===== src/rtl/muldiv_hilo_unit_if.sv =====
// Bus between the EX stage and the iterative multiply/divide unit with its HI/LO pair.
// The pipeline side uses the master modport and the unit uses the slave modport.
interface muldiv_hilo_unit_if #(
    parameter int WIDTH = 32
);
    logic             start;
    logic [1:0]       op;
    logic [WIDTH-1:0] src_a;
    logic [WIDTH-1:0] src_b;
    logic             wr_hi;
    logic             wr_lo;
    logic [WIDTH-1:0] wr_data;
    logic             busy;
    logic             done;
    logic             div_by_zero;
    logic [WIDTH-1:0] hi;
    logic [WIDTH-1:0] lo;

    modport master (
        output start, op, src_a, src_b, wr_hi, wr_lo, wr_data,
        input  busy, done, div_by_zero, hi, lo
    );

    modport slave (
        input  start, op, src_a, src_b, wr_hi, wr_lo, wr_data,
        output busy, done, div_by_zero, hi, lo
    );
endinterface


===== src/rtl/muldiv_hilo_unit.sv =====
// Iterative shift-add multiplier / restoring divider that owns the HI/LO registers.
// Define MULDIV_SIGNED_EN to honour op[0] as signed; otherwise every operation is unsigned.
module muldiv_hilo_unit #(
    parameter int WIDTH = 32
) (
    input logic                clk,
    input logic                Reset,
    muldiv_hilo_unit_if.slave  bus
);
    localparam int CW = $clog2(WIDTH);
    localparam logic [CW-1:0] LAST = CW'(WIDTH - 1);

    typedef enum logic [1:0] {IDLE, RUN, FIX} state_t;

    state_t           state;
    state_t           state_next;
    logic [CW-1:0]    cnt;
    logic [WIDTH:0]   acc;
    logic [WIDTH-1:0] mq;
    logic [WIDTH-1:0] opnd;
    logic             is_div;
    logic             neg_lo;
    logic             neg_hi;
    logic             dbz_pend;
    logic             done_q;
    logic             dbz_q;
    logic [WIDTH-1:0] hi_q;
    logic [WIDTH-1:0] lo_q;

    logic             is_signed;
    logic             sa;
    logic             sb;
    logic             b_zero;
    logic [WIDTH-1:0] abs_a;
    logic [WIDTH-1:0] abs_b;

`ifdef MULDIV_SIGNED_EN
    assign is_signed = bus.op[0];
`else
    assign is_signed = 1'b0;
`endif

    assign sa     = is_signed & bus.src_a[WIDTH-1];
    assign sb     = is_signed & bus.src_b[WIDTH-1];
    assign b_zero = (bus.src_b == '0);
    assign abs_a  = sa ? -bus.src_a : bus.src_a;
    assign abs_b  = sb ? -bus.src_b : bus.src_b;

    // State register.
    // NOTE: sequential state is assigned with <= so every flop samples pre-edge values.
    always_ff @(posedge clk or posedge Reset) begin
        if (Reset) state <= IDLE;
        else       state <= state_next;
    end

    // Next-state logic; a divide by zero skips RUN entirely.
    // NOTE: every always_comb output gets a default first, so no latch is inferred.
    always_comb begin
        state_next = state;
        case (state)
            IDLE:    if (bus.start) state_next = (bus.op[1] && b_zero) ? FIX : RUN;
            RUN:     if (cnt == LAST) state_next = FIX;
            FIX:     state_next = IDLE;
            default: state_next = IDLE;
        endcase
    end

    // Output logic.
    always_comb begin
        bus.busy        = (state != IDLE);
        bus.done        = done_q;
        bus.div_by_zero = dbz_q;
        bus.hi          = hi_q;
        bus.lo          = lo_q;
    end

    // One iteration step: acc:mq shifts right for multiply, left for divide.
    logic [WIDTH:0]   add_sum;
    logic [WIDTH:0]   shifted;
    logic [WIDTH+1:0] trial;
    logic [WIDTH:0]   acc_step;
    logic [WIDTH-1:0] mq_step;

    always_comb begin
        add_sum  = acc + {1'b0, opnd};
        shifted  = {acc[WIDTH-1:0], mq[WIDTH-1]};
        trial    = {1'b0, shifted} - {2'b00, opnd};
        acc_step = acc;
        mq_step  = mq;
        if (is_div) begin
            if (!trial[WIDTH+1]) begin
                acc_step = trial[WIDTH:0];
                mq_step  = {mq[WIDTH-2:0], 1'b1};
            end else begin
                acc_step = shifted;
                mq_step  = {mq[WIDTH-2:0], 1'b0};
            end
        end else if (mq[0]) begin
            acc_step = {1'b0, add_sum[WIDTH:1]};
            mq_step  = {add_sum[0], mq[WIDTH-1:1]};
        end else begin
            acc_step = {1'b0, acc[WIDTH:1]};
            mq_step  = {acc[0], mq[WIDTH-1:1]};
        end
    end

    // Sign-corrected results applied in FIX.
    logic [2*WIDTH-1:0] prod_raw;
    logic [2*WIDTH-1:0] prod_fix;
    logic [WIDTH-1:0]   quo_fix;
    logic [WIDTH-1:0]   rem_fix;

    always_comb begin
        prod_raw = {acc[WIDTH-1:0], mq};
        prod_fix = neg_lo ? -prod_raw : prod_raw;
        quo_fix  = neg_lo ? -mq : mq;
        rem_fix  = neg_hi ? -acc[WIDTH-1:0] : acc[WIDTH-1:0];
    end

    // Datapath and HI/LO ownership.
    // NOTE: every datapath register is reset so an aborted operation leaves no residue.
    always_ff @(posedge clk or posedge Reset) begin
        if (Reset) begin
            cnt      <= '0;
            acc      <= '0;
            mq       <= '0;
            opnd     <= '0;
            is_div   <= 1'b0;
            neg_lo   <= 1'b0;
            neg_hi   <= 1'b0;
            dbz_pend <= 1'b0;
            done_q   <= 1'b0;
            dbz_q    <= 1'b0;
            hi_q     <= '0;
            lo_q     <= '0;
        end else begin
            done_q <= (state == FIX);
            case (state)
                IDLE: begin
                    if (bus.start) begin
                        cnt    <= '0;
                        is_div <= bus.op[1];
                        dbz_q  <= 1'b0;
                        if (bus.op[1] && b_zero) begin
                            // Preload the fixed divide-by-zero result; FIX then passes it through.
                            acc      <= {1'b0, bus.src_a};
                            mq       <= '1;
                            opnd     <= '0;
                            neg_lo   <= 1'b0;
                            neg_hi   <= 1'b0;
                            dbz_pend <= 1'b1;
                        end else begin
                            acc      <= '0;
                            mq       <= abs_a;
                            opnd     <= abs_b;
                            neg_lo   <= sa ^ sb;
                            neg_hi   <= bus.op[1] ? sa : (sa ^ sb);
                            dbz_pend <= 1'b0;
                        end
                    end else begin
                        if (bus.wr_hi) hi_q <= bus.wr_data;
                        if (bus.wr_lo) lo_q <= bus.wr_data;
                    end
                end
                RUN: begin
                    acc <= acc_step;
                    mq  <= mq_step;
                    cnt <= cnt + 1'b1;
                end
                FIX: begin
                    dbz_q <= dbz_pend;
                    if (is_div) begin
                        hi_q <= rem_fix;
                        lo_q <= quo_fix;
                    end else begin
                        hi_q <= prod_fix[2*WIDTH-1:WIDTH];
                        lo_q <= prod_fix[WIDTH-1:0];
                    end
                end
                default: ;
            endcase
        end
    end
endmodule


===== src/flat_wrapper.sv =====
// flat-port wrapper written by rule: the top's interface ports become plain ports
module muldiv_hilo_unit_flat 
#(
    parameter int WIDTH = 32
)
  (clk, Reset, bus_start, bus_op, bus_src_a, bus_src_b, bus_wr_hi, bus_wr_lo, bus_wr_data, bus_busy, bus_done, bus_div_by_zero, bus_hi, bus_lo);
  muldiv_hilo_unit_if #(.WIDTH(WIDTH)) bus_i ();
  input logic clk;
  input logic Reset;
  input wire logic [$bits(bus_i.start)-1:0] bus_start;
  input wire logic [$bits(bus_i.op)-1:0] bus_op;
  input wire logic [$bits(bus_i.src_a)-1:0] bus_src_a;
  input wire logic [$bits(bus_i.src_b)-1:0] bus_src_b;
  input wire logic [$bits(bus_i.wr_hi)-1:0] bus_wr_hi;
  input wire logic [$bits(bus_i.wr_lo)-1:0] bus_wr_lo;
  input wire logic [$bits(bus_i.wr_data)-1:0] bus_wr_data;
  output wire logic [$bits(bus_i.busy)-1:0] bus_busy;
  output wire logic [$bits(bus_i.done)-1:0] bus_done;
  output wire logic [$bits(bus_i.div_by_zero)-1:0] bus_div_by_zero;
  output wire logic [$bits(bus_i.hi)-1:0] bus_hi;
  output wire logic [$bits(bus_i.lo)-1:0] bus_lo;
  assign bus_i.start = bus_start;
  assign bus_i.op = bus_op;
  assign bus_i.src_a = bus_src_a;
  assign bus_i.src_b = bus_src_b;
  assign bus_i.wr_hi = bus_wr_hi;
  assign bus_i.wr_lo = bus_wr_lo;
  assign bus_i.wr_data = bus_wr_data;
  assign bus_busy = bus_i.busy;
  assign bus_done = bus_i.done;
  assign bus_div_by_zero = bus_i.div_by_zero;
  assign bus_hi = bus_i.hi;
  assign bus_lo = bus_i.lo;
  muldiv_hilo_unit #(.WIDTH(WIDTH)) u_core (.clk(clk), .Reset(Reset), .bus(bus_i));
endmodule

===== config.mk =====
export PLATFORM = sky130hd
export DESIGN_NAME = muldiv_hilo_unit_flat
export DESIGN_NICKNAME = d
export VERILOG_FILES = /design/src/rtl/muldiv_hilo_unit_if.sv /design/src/rtl/muldiv_hilo_unit.sv /design/src/flat_wrapper.sv
export SDC_FILE = /design/constraint.sdc
export NUM_CORES = 1
export LEC_CHECK = 0
export CAP_MARGIN = 20
export CORE_ASPECT_RATIO = 0.8
export CORE_UTILIZATION = 50
export CTS_CLUSTER_DIAMETER = 80
export DETAILED_ROUTE_END_ITERATION = 7
export PLACE_DENSITY = 0.75
export SLEW_MARGIN = 20
export SYNTH_ARGS = -nofsm -noshare
export SYNTH_HDL_FRONTEND = slang
export SYNTH_SLANG_ARGS = --single-unit
export TNS_END_PERCENT = 30

===== constraint.sdc =====
create_clock -name clk -period 6.2 [get_ports clk]
set_clock_uncertainty 0.05 [all_clocks]
set_input_delay 1.24 -clock clk [delete_from_list [all_inputs] [get_ports clk]]
set_output_delay 1.24 -clock clk [all_outputs]
set_load 0.02 [all_outputs]

After elaboration in Yosys (flattened, before gate mapping)
Cells that the tools add are included.

$add $sub $neg: 3. Div/mod/pow operators: 0. Bitwise gates (word level): 0. Multiply operators: 0. Shifts and indexed selects: 0. Reduce and logical (&&, ||, !) cells: 12. $lt $le $gt $ge: 0. Equality and inequality tests: 8. Mux-type cells: 28.

Operators by type and width (number): $mux 32 (11); $pmux 32 s2 (3); $mux 33 (3); $pmux 33 s2 (1); $sub 33x32->34 (1); $add 33x32->33 (1); $logic_not 32->1 (1); $pmux 5 s2 (1); $ne 2x2->1 const B (4); $reduce_and 2->1 (4); $mux 2 (3); $reduce_and 3->1 (2); $reduce_bool 2->1 (3); $add 5x1->5 const B (1); $eq 5x5->1 const B (1); $mux 5 (1); $pmux 2 s2 (1); $mux 1 (3); $eq 2x1->1 const B (1); $eq 2x2->1 const B (1); $logic_not 2->1 (1); $ne 2x1->1 const B (1); $pmux 1 s2 (1); $logic_and 1x1->1 (1).

Memories kept: 0. Register bits after elaboration: 172. Logic and storage cells: 62. Output and inout port bits: 67. Latch bits: 0. Bits in writable memories: 0. Bits in read-only memories: 0. Bits of input ports: 103.

Logic depth before layout (Yosys ltp)
Gate-level depths: netlist of run 1.

Depth in word-level cells: 5. Mapped depth: 14.

Least setup slack after synthesis of run 1
No wires, ideal clock.

Path kind: register -> register. Start point: register u_core.acc[0]. End point: register u_core.acc[31]. Arrival: 3.158 ns. Period minus slack after synthesis: 3.300 ns. Setup slack: 2.900 ns. Cell stages (with the launch flop): 13. Cell sequence: dfrtp_1 -> ha_1 -> fa_1 -> a211oi_2 -> o21a_1 -> o21ai_2 -> a211oi_4 -> o31ai_2 -> a311oi_4 -> a21oi_2 -> a41o_1 -> mux2_4 -> o31ai_2.

Word-level cells in the longest chain between the ends: 4. Elaborated cells between the ends (all ways): 6. Classes of those cells: add/sub: 2; mux: 4.

Ends and longest elaborated chain: from (decl) (line muldiv_hilo_unit.sv:18) `logic [WIDTH:0] acc;`; from (signal assigned) (line muldiv_hilo_unit.sv:146) `acc <= {1'b0, bus.src_a};`; from (signal assigned) (line muldiv_hilo_unit.sv:166) `acc <= acc_step;`; $add 33x32->33 / $sub 33x32->34 (equally long branches) (line muldiv_hilo_unit.sv:85, muldiv_hilo_unit.sv:87); $mux 32 / $mux 33 (equally long branches) (line muldiv_hilo_unit.sv:98, muldiv_hilo_unit.sv:91); $mux 33 (*) (line muldiv_hilo_unit.sv:90) `if (is_div) begin`; $pmux 33 s2 (*) (line muldiv_hilo_unit.sv:138) `case (state)`.

Mark *: on every way between the ends. The rest lies on a longest branch, timed or not. A chain may end at the register's enable or synchronous reset.

Final worst setup path of run 1
Start point: register u_core.acc[5]. End point: register u_core.acc[14].

Same word-level chain as after synthesis.

==> results.sh, run 1 <==
export IMPL_status="finished, final reports clean"
export IMPL_drc=0
export IMPL_path_cells="ha_1 > a21oi_1 > nor3_1 > nor2_1 > o21a_1 > a211o_1 > a21boi_2 > a21oi_4 > buf_4 > mux2_1 > a21oi_1 > a221oi_1"
export IMPL_final_fill_count=2050
export IMPL_grt_pass1_vias=11100
export IMPL_hold_class="flop to flop"
export IMPL_drive_above_1_share=0.0504
export IMPL_htreeDepth=4
export IMPL_drt_initial_drc_count=959
export IMPL_dp_worst_setup_slack_ps=1920
export IMPL_die_h_um=141
export IMPL_power_switching_mw=4.98
export IMPL_synth_edf_count=0
export IMPL_fin_util=0.618
export IMPL_crit_buf_inv=1
export IMPL_slew_viol_final=0
export IMPL_p_sw_frac=0.499
export IMPL_maxCapViolCount=0
export IMPL_cp_start_kind="flop"
export IMPL_rows=50
export IMPL_final_setup_worst_slack_ps=2120
export IMPL_syn_num_nets=1586
export IMPL_synth_xor_area_frac=0.0391
export IMPL_nets=1707
export IMPL_max_stage_delay_ps=750
export IMPL_crit_type="flop to flop"
export IMPL_core_area_um2=23600
export IMPL_synthAdderAreaFrac=0.0716
export IMPL_critPathCaptureType="flop"
export IMPL_synth_simple_area_share=0.136
export IMPL_cts_buffer_depth=2
export IMPL_tns_ps=0
export IMPL_syn_area_per_cell_um2=8.55
export IMPL_timing_fmax_mhz=245
export IMPL_cts_tree="done"
export IMPL_finalHoldViolCount=0
export IMPL_crit_slowest_cell="a21oi_4"
export IMPL_clockPowerShare=0.107
export IMPL_synth_compound_area_frac=0.248
export IMPL_antenna_left=0
export IMPL_io_buffers=168
export IMPL_grt_usage=0.293
export IMPL_num_antenna_cells=0
export IMPL_cts_root_buf="clkbuf_16"
export IMPL_layout_worst_path_cycle_share=0.659
export IMPL_cts_resized=0
export IMPL_pwr_share_seq=0.230
export IMPL_synth_seq_area_share=0.356
export IMPL_worstSkewPairLatency_ps=450
export IMPL_synth_area_leaders="dfrtp_1 36%, mux2i_1 10%, o21ai_0 6.9%, ha_1 6.8%, nand2_1 6.6%"
export IMPL_critPathMostFrequentCell="a21oi_1"
export IMPL_required_ps=6410
export IMPL_muxShareOfSynthArea=0.108
export IMPL_pwr_density_cell_nw_per_um2=685
export IMPL_io_pins=170
export IMPL_arrival_ps=4300
export IMPL_yosys_area_top_type="dfrtp_1"
export IMPL_netlist_instances=1415
export IMPL_grt_max_degree=103
export IMPL_path_max_fanout=27
export IMPL_finalCriticalPeriod_ps=4080
export IMPL_syn_to_final_growth_pct=20.5
export IMPL_setup_viol=0
export IMPL_antenna_found_initial=0
export IMPL_combPwrFrac=0.663
export IMPL_slew_headroom=0.275
export IMPL_ys_seq_elements=172
export IMPL_cts_buffers=17
export IMPL_p_int_mw=5.01
export IMPL_synthFlopType="dfrtp_1"
export IMPL_fp_dieW_um=176
export IMPL_ys_warn_count=0
export IMPL_gp_congestion=0.929
export IMPL_hpwl_um=25800
export IMPL_vias_per_cell=6.03
export IMPL_tightest_slew_ps=1090
export IMPL_routed_wl_um=35500
export IMPL_dieArea_um2=24800
export IMPL_grt_pass1_wl_um=57700
export IMPL_synth_distinct_cells=72
export IMPL_grt_overflow_total=0
export IMPL_cts_hold_buffers=0
export IMPL_cpLargestDelayFamily="compound AO/OA/AOI/OAI gates"
export IMPL_start_util=0.513
export IMPL_synth_top_family_by_area="compound AO/OA/AOI/OAI gates"
export IMPL_vias=11200
export IMPL_yosysTopAreaCellShare=0.356
export IMPL_p_leak_nw=6.14
export IMPL_synth_area_um2=12100
export IMPL_async_flop_share=1.00
export IMPL_regArea_um2=4310
export IMPL_path_clk_slew_ps=70
export IMPL_post_cts_buffers=0
export IMPL_wl_per_cell_um=19.1
export IMPL_rsz0062_at_grt="false"
export IMPL_firstDrtPassIters=6
export IMPL_clock_sinks=172
export IMPL_multi_input_comb_area_um2=7330
export IMPL_vdd_drop_max_mv=0.400
==> Yosys cell counts, drive strengths merged (11+ instances only) <==
cell       n
nand2    214
o21ai    186
dfrtp    172
mux2i    121
a21oi    114
nor2      81
clkbuf    66
ha        66
inv       51
a211oi    30
xnor2     29
o2bb2ai   25
xor2      25
a21o      17
nand3     17
buf       15
a31oi     11
and3      11
nor2b     11
nor3      11
==> layer usage <==
| metal | track usage | vias to the layer above | wire (um) |
|---|---|---|---|
| li1 | - | 5361 | - |
| met1 | 0.393 | 5366 | 15600 |
| met2 | 0.477 | 424 | 16800 |
| met3 | 0.0547 | 69 | 2210 |
| met4 | 0.0970 | 0 | 892 |
| met5 | 0 | - | 0 |
==> sequential cells by signal, summed over array words and instances (netlist names) <==
register / cells
u_core.state: 2
u_core.dbz_pend: 1
u_core.cnt: 5
u_core.bus.div_by_zero: 1
u_core.bus.hi: 32
u_core.is_div: 1
u_core.opnd: 32
u_core.bus.lo: 32
u_core.bus.done: 1
u_core.acc: 33
u_core.mq: 32
==> layout make-up <==
type / count / share of cell area
multi-input cells: 1111 / 0.502
clock buffers: 17 / 0.0292
clock inverters: 14 / 0.00978
flip-flops and latches: 172 / 0.295
repair buffers: 183 / 0.123
well taps: 312 / 0.0268
inverters: 51 / 0.0135
==> worst paths after layout <==
path,slack (ps),endpoint,cells past startpoint,from
worst max-delay path,2120,u_core.acc[14],12,u_core.acc[5]
worst min-delay path,430,u_core.bus.div_by_zero,2,u_core.dbz_pend
worst max register to register,2120,u_core.acc[14],12,u_core.acc[5]
worst min register to register,430,u_core.bus.div_by_zero,2,u_core.dbz_pend
max in group asynchronous,3650,u_core.mq[25],3,Reset
min in group asynchronous,1260,u_core.bus.hi[5],2,Reset
==> stage by stage <==
step | instances | hold slack, ps | instance area [um^2] | total power, mW
final | 1860 | 430 | 14600 | 9.99
after global routing | 1860 | 491 | 14600 | 10.8
after CTS | 1860 | 436 | 14600 | 9.93
after detailed placement | 1829 | 419 | 14000 | 8.81
after global placement | 1829 | 409 | 14000 | 8.69
after floorplan | 1415 | 396 | 12100 | 6.99
==> cells by family after synthesis <==
group | Yosys count
AOI/OAI and AO/OA | 476
xor gates and xnor gates | 54
adders and majority gates | 68
buffers and inverters | 132
DFF | 172
muxes | 129
and+or+nand+nor | 384
==> cells in the final DEF, fill, tap and decap left out, types with 5 or more instances in the layout <==
cell type,synthesis,routed
a211o_1,5,5
a211oi_1,28,28
a21o_1,17,17
a21oi_1,113,112
a221o_1,7,7
a221oi_1,8,8
a31oi_1,10,10
and3_1,11,11
buf_4,2,15
clkbuf_16,0,17
clkdlybuf4s50_1,0,168
dfrtp_1,172,171
ha_1,66,66
inv_1,50,49
inv_6,0,5
inv_8,0,6
mux2i_1,121,121
nand2_1,214,214
nand2b_1,9,8
nand3_1,17,17
nor2_1,81,79
nor2b_1,11,10
nor3_1,11,11
nor4_1,7,6
o211ai_1,6,6
o21a_1,9,9
o21ai_0,167,167
o21ai_1,16,16
o21bai_1,10,10
o2bb2ai_1,25,25
o31a_1,5,5
o31ai_1,6,6
or3_1,5,5
xnor2_1,29,29
xor2_1,25,25
==> power groups by stage <==
stage / Combinational, mW / Sequential (mW) / Clock [mW]
6_report: 6.62 / 2.30 / 1.07
5_1_grt: 7.34 / 2.36 / 1.13
4_1_cts: 6.56 / 2.28 / 1.08
3_5_place_dp: 6.51 / 2.30 / 0
3_3_place_gp: 6.39 / 2.30 / 0
2_1_floorplan: 4.70 / 2.29 / 0
==> worst min-delay path: stages (launching register included) <==
cell	delay (ps)
dfrtp_1	340
nand2_1	50
o21ai_0	60
No activity file was read; power rests on OpenSTA's default activity.
==> run 2: changes to the inputs <==
==> constraint.sdc (replaced) <==
create_clock -name clk -period 3.4 [get_ports clk]
set_clock_uncertainty 0.05 [all_clocks]
set_input_delay 0.68 -clock clk [delete_from_list [all_inputs] [get_ports clk]]
set_output_delay 0.68 -clock clk [all_outputs]
set_load 0.02 [all_outputs]
==> run 2 against run 1 <==
  * The run now ends with negative setup slack left
  * Combinational power up 110%
  * Utilization up 4.2 points
  * Register-to-register slack worse by 2100 ps
  * Sequential share of layout area down 1.8 points
  * Flip-flop and latch count unchanged
  * Wire length up 5.4%
  * Power up 100%
  * Critical path depth unchanged
  * Setup slack worse by 2100 ps
  * Die area unchanged
  * Hold slack better by 7.2 ps
  * Clock power up 82%
  * Critical path type unchanged
  * Critical endpoint is now u_core.acc[30]
  * Largest cell class unchanged
  * Largest power group unchanged
==> results.sh, run 2 (synthesis results as in run 1) <==
export IMPL_p_leak_nw=6.65
export IMPL_path_clk_slew_ps=70
export IMPL_io_buffers=168
export IMPL_nets=1798
export IMPL_cts_tree="done"
export IMPL_firstDrtPassIters=6
export IMPL_drc=0
export IMPL_cpLargestDelayFamily="compound AO/OA/AOI/OAI gates"
export IMPL_slew_headroom=0.381
export IMPL_wl_per_cell_um=19.2
export IMPL_reg2reg_from="u_core.acc[1]"
export IMPL_grt_pass1_wl_um=58700
export IMPL_grt_pass1_vias=11200
export IMPL_dp_worst_setup_slack_ps=-62.4
export IMPL_violations="negative setup slack"
export IMPL_cts_hold_buffers=0
export IMPL_worstSkewPairLatency_ps=450
export IMPL_gp_congestion=0.968
export IMPL_drt_initial_drc_count=1119
export IMPL_rows=50
export IMPL_crit_buf_inv=1
export IMPL_vias=11700
export IMPL_vias_per_cell=6.00
export IMPL_hpwl_um=27500
export IMPL_required_ps=3680
export IMPL_rsz0062_at_grt="true"
export IMPL_grt_max_degree=100
export IMPL_die_h_um=141
export IMPL_grt_usage=0.300
export IMPL_cts_buffers=17
export IMPL_multi_input_comb_area_um2=7460
export IMPL_path_cells="buf_4 > ha_1 > a211oi_1 > o21bai_2 > o21ai_2 > o21ai_2 > o31ai_1 > a32o_1 > nor2_1 > nor3_1 > o211ai_1 > a32o_1"
export IMPL_num_antenna_cells=0
export IMPL_final_common_cell="nand2_1"
export IMPL_max_stage_delay_ps=460
export IMPL_core_area_um2=23600
export IMPL_antenna_found_initial=0
export IMPL_htreeDepth=4
export IMPL_place_area_um2=14700
export IMPL_syn_to_final_growth_pct=28.7
export IMPL_final_cell_area_um2=15600
export IMPL_whs_ps=437
export IMPL_final_fill_count=1919
export IMPL_dieArea_um2=24800
export IMPL_tightest_slew_ps=928
export IMPL_hold_class="flop to flop"
export IMPL_timing_fmax_mhz=294
export IMPL_status="finished, violations left"
export IMPL_arrival_ps=3680
export IMPL_finalPower_mw=19.9
export IMPL_path_max_fanout=4
export IMPL_io_pins=170
export IMPL_critPathCaptureType="flop"
export IMPL_start_util=0.513
export IMPL_finalCriticalPeriod_ps=3400
export IMPL_critPathLaunch="u_core.acc[1]"
export IMPL_setup_viol=1
export IMPL_layout_worst_path_cycle_share=1.00
export IMPL_vdd_drop_max_mv=0.888
export IMPL_slew_viol_final=0
export IMPL_pwr_density_cell_nw_per_um2=1280
export IMPL_regArea_um2=4310
export IMPL_routed_wl_um=37500
export IMPL_fp_dieW_um=176
export IMPL_final_setup_worst_slack_ps=-2.22
export IMPL_crit_slowest_cell="dfrtp_1"
export IMPL_finalHoldViolCount=0
export IMPL_cp_start_kind="flop"
export IMPL_top_register="u_core.acc"
export IMPL_cts_buffer_depth=2
export IMPL_grt_overflow_total=0
export IMPL_maxCapViolCount=0
export IMPL_largest_register_ffs=33
export IMPL_crit_type="flop to flop"
export IMPL_cts_root_buf="clkbuf_16"
export IMPL_final_cell_mix="213 x nand2_1, 169 x dfrtp_1, 168 x clkdlybuf4s50_1"
export IMPL_drive_above_1_share=0.119
export IMPL_antenna_left=0
export IMPL_min_from="u_core.dbz_pend"
export IMPL_clock_sinks=172
## run 2: repair_timing
action	in CTS	in global routing
setup endpoints to repair	2	28
cloned	0	1
resized for setup	0	34
pin swaps	3	15
setup buffers	1	13
## run 2: worst paths after layout
kind                       slack [ps]                endpoint  depth (start not counted)
setup / recovery                   -2          u_core.acc[30]                         12
hold / removal                    440  u_core.bus.div_by_zero                          2
setup reg to reg                   -2          u_core.acc[30]                         12
hold reg to reg                   440  u_core.bus.div_by_zero                          2
max in group asynchronous        2250           u_core.acc[1]                          3
min in group asynchronous         450        u_core.bus.hi[5]                          2
## run 2: per-layer routing
metal  GRT usage  up-vias  share of wire
met2       0.494      485           0.47
met5           0        -              0
met1       0.392     5586           0.43
li1            -     5549              -
met3      0.0440       99          0.059
met4       0.134        0          0.038
## run 2: metrics by stage
step	util	cells	setup TNS, ps
4_1_cts	0.648	1938	0
3_3_place_gp	0.624	1905	-196
2_1_floorplan	-	1415	0
3_5_place_dp	0.624	1905	-132
5_1_grt	0.660	1952	-335
6_report	0.660	1952	-2.22
## run 2: final cells by class
cell class / count / area share
Multi-Input combinational cell: 1111 / 0.480
Inverter: 51 / 0.0125
Clock buffer: 20 / 0.0293
Sequential cell: 172 / 0.277
Timing Repair Buffer: 274 / 0.169
Clock inverter: 12 / 0.00732
Tap cell: 312 / 0.0251
## run 2: report_power, final
| group | internal [mW] | leakage [nW] | switching (mW) |
|---|---|---|---|
| clock | 1.05 | 0.281 | 0.891 |
| sequential | 3.05 | 2.12 | 1.00 |
| combinational | 6.26 | 4.25 | 7.68 |
| total | 10.4 | 6.65 | 9.57 |
## run 2: worst register-to-register path, delay by kind of cell (launching register included)
family / cells / cell delay [ps]
AOI/OAI and AO/OA: 8 / 2000
and+or+nand+nor: 2 / 300
buffers and inverters: 1 / 190
DFF: 1 / 460
adders and majority gates: 1 / 300
==> run 3: changes to the inputs <==
--- a/config.mk
+++ b/config.mk
@@ -7,10 +7,10 @@
 export LEC_CHECK = 0
 export CAP_MARGIN = 20
 export CORE_ASPECT_RATIO = 0.8
-export CORE_UTILIZATION = 50
+export CORE_UTILIZATION = 51
 export CTS_CLUSTER_DIAMETER = 80
 export DETAILED_ROUTE_END_ITERATION = 7
-export PLACE_DENSITY = 0.75
+export PLACE_DENSITY = 0.76
 export SLEW_MARGIN = 20
 export SYNTH_ARGS = -nofsm -noshare
 export SYNTH_HDL_FRONTEND = slang
==> run 3 against run 2 <==
  * The flow now finishes without violations
  * Largest cell class unchanged
  * Non-clock buffer count is 12 lower
  * Sequential power hardly changed
  * Highest routed layer unchanged
  * Flip-flop and latch count unchanged
  * Critical path type unchanged
==> results.sh, run 3 (synthesis results as in run 1) <==
export IMPL_routed_wl_um=38300
export IMPL_cts_hold_buffers=0
export IMPL_slew_headroom=0.382
export IMPL_gp_congestion=0.918
export IMPL_final_setup_worst_slack_ps=43.4
export IMPL_clock_sinks=172
export IMPL_tightest_slew_ps=926
export IMPL_start_util=0.518
export IMPL_syn_to_final_growth_pct=28.2
export IMPL_firstDrtPassIters=5
export IMPL_maxCapViolCount=0
export IMPL_vias=11800
export IMPL_dp_worst_setup_slack_ps=-153
export IMPL_grt_pass1_vias=11600
export IMPL_vias_per_cell=6.10
export IMPL_num_antenna_cells=0
export IMPL_layout_cells_non_filler=1939
export IMPL_rows=50
export IMPL_vdd_drop_max_mv=0.990
export IMPL_drc=0
export IMPL_io_pins=170
export IMPL_dieArea_um2=24300
export IMPL_io_buffers=168
export IMPL_required_ps=3690
export IMPL_final_cell_mix="213 x nand2_1, 170 x dfrtp_1, 168 x clkdlybuf4s50_1"
export IMPL_setup_viol=0
export IMPL_worstSkewPairLatency_ps=440
export IMPL_cts_buffers=17
export IMPL_whs_ps=459
export IMPL_tns_ps=0
export IMPL_place_area_um2=14600
export IMPL_top_register="u_core.acc"
export IMPL_antenna_left=0
export IMPL_cts_tree="done"
export IMPL_timing_fmax_mhz=298
export IMPL_grt_max_degree=92
export IMPL_antenna_found_initial=0
export IMPL_htreeDepth=4
export IMPL_path_max_fanout=7
export IMPL_critPathCaptureType="flop"
export IMPL_die_h_um=140
export IMPL_arrival_ps=3650
export IMPL_cts_root_buf="clkbuf_16"
export IMPL_grt_overflow_total=0
export IMPL_drive_above_1_share=0.108
export IMPL_finalCriticalPeriod_ps=3360
export IMPL_layout_worst_path_cycle_share=0.987
export IMPL_core_area_um2=23300
export IMPL_finalPower_mw=20.1
export IMPL_cp_start_kind="flop"
export IMPL_final_common_cell="nand2_1"
export IMPL_slew_viol_final=0
export IMPL_p_leak_nw=6.60
export IMPL_grt_pass1_wl_um=60200
export IMPL_nets=1786
export IMPL_grt_usage=0.314
export IMPL_hpwl_um=27700
export IMPL_cts_buffer_depth=2
export IMPL_finalHoldViolCount=0
export IMPL_fin_util=0.665
export IMPL_rsz0062_at_grt="true"
export IMPL_path_clk_slew_ps=70
export IMPL_drt_initial_drc_count=1231
export IMPL_status="finished, final reports clean"
export IMPL_wl_per_cell_um=19.7
export IMPL_crit_type="flop to flop"
export IMPL_hold_class="flop to flop"
export IMPL_place_inst=1899
export IMPL_fp_dieW_um=174
export IMPL_pwr_density_cell_nw_per_um2=1300
export IMPL_largest_register_ffs=33
export IMPL_final_cell_area_um2=15500
==> run 3: cell types whose count changed in the layout (fill, tap and decap cells not counted), moves of 2 or more <==
cell | previous run | this run
a21oi_1 | 108 | 111
a21oi_2 | 5 | 2
buf_12 | 11 | 8
buf_4 | 93 | 86
bufinv_16 | 1 | 4
clkbuf_8 | 2 | 4
clkinv_2 | 3 | 1
clkinv_4 | 5 | 2
ha_1 | 61 | 58
ha_4 | 3 | 5
inv_1 | 46 | 49
inv_2 | 4 | 1
==> run 3: final cells by class <==
cell class / count / area, um^2
clock buffer: 22 / 484
fill: 1856 / 7830
tap: 312 / 390
timing repair buffer: 262 / 2490
sequential: 172 / 4310
clock inverter: 9 / 159
inverter: 51 / 195
multi-input combinational: 1111 / 7490
==> run 3: final timing paths <==
kind	depth (start not counted)	start	endpoint	slack (ps)
setup / recovery	13	u_core.opnd[10]	u_core.acc[2]	40
hold / removal	1	u_core.cnt[0]	u_core.cnt[0]	460
setup reg to reg	13	u_core.opnd[10]	u_core.acc[2]	40
hold reg to reg	1	u_core.cnt[0]	u_core.cnt[0]	460
max in group asynchronous	3	Reset	u_core.bus.hi[31]	2130
min in group asynchronous	2	Reset	u_core.bus.hi[5]	480
==> run 3: per-layer routing <==
| layer | vias to the layer above | share of wire | routed length, um | GRT usage |
|---|---|---|---|---|
| met5 | - | 0 | 0 | 0 |
| met4 | 0 | 0.039 | 1500 | 0.129 |
| met3 | 103 | 0.065 | 2500 | 0.0489 |
| met2 | 489 | 0.48 | 18500 | 0.520 |
| met1 | 5722 | 0.41 | 15800 | 0.408 |
| li1 | 5510 | - | - | - |
==> run 3: repair_timing <==
item / 4_1_cts / 5_1_grt
resized for setup: 1 / 28
setup endpoints to repair: 7 / 20
pin swaps: 2 / 16
buffers inserted: 2 / 7
==> run 3: worst max-delay path, stage by stage, from the launching register on <==
cell      delay, ps
dfrtp_1         370
inv_1            90
ha_4            300
nand3_2         120
or3_1           380
o21a_1          250
a211o_1         400
a21boi_4        250
a21oi_4          90
buf_12          150
buf_4           170
mux2i_1         130
a211o_1         290
a31oi_1         200
==> run 3: where the power goes <==
part	internal, mW	switching [mW]	total, mW
Sequential	3.05	1.03	4.08
Combinational	6.11	7.75	13.9
Clock	1.31	0.861	2.17
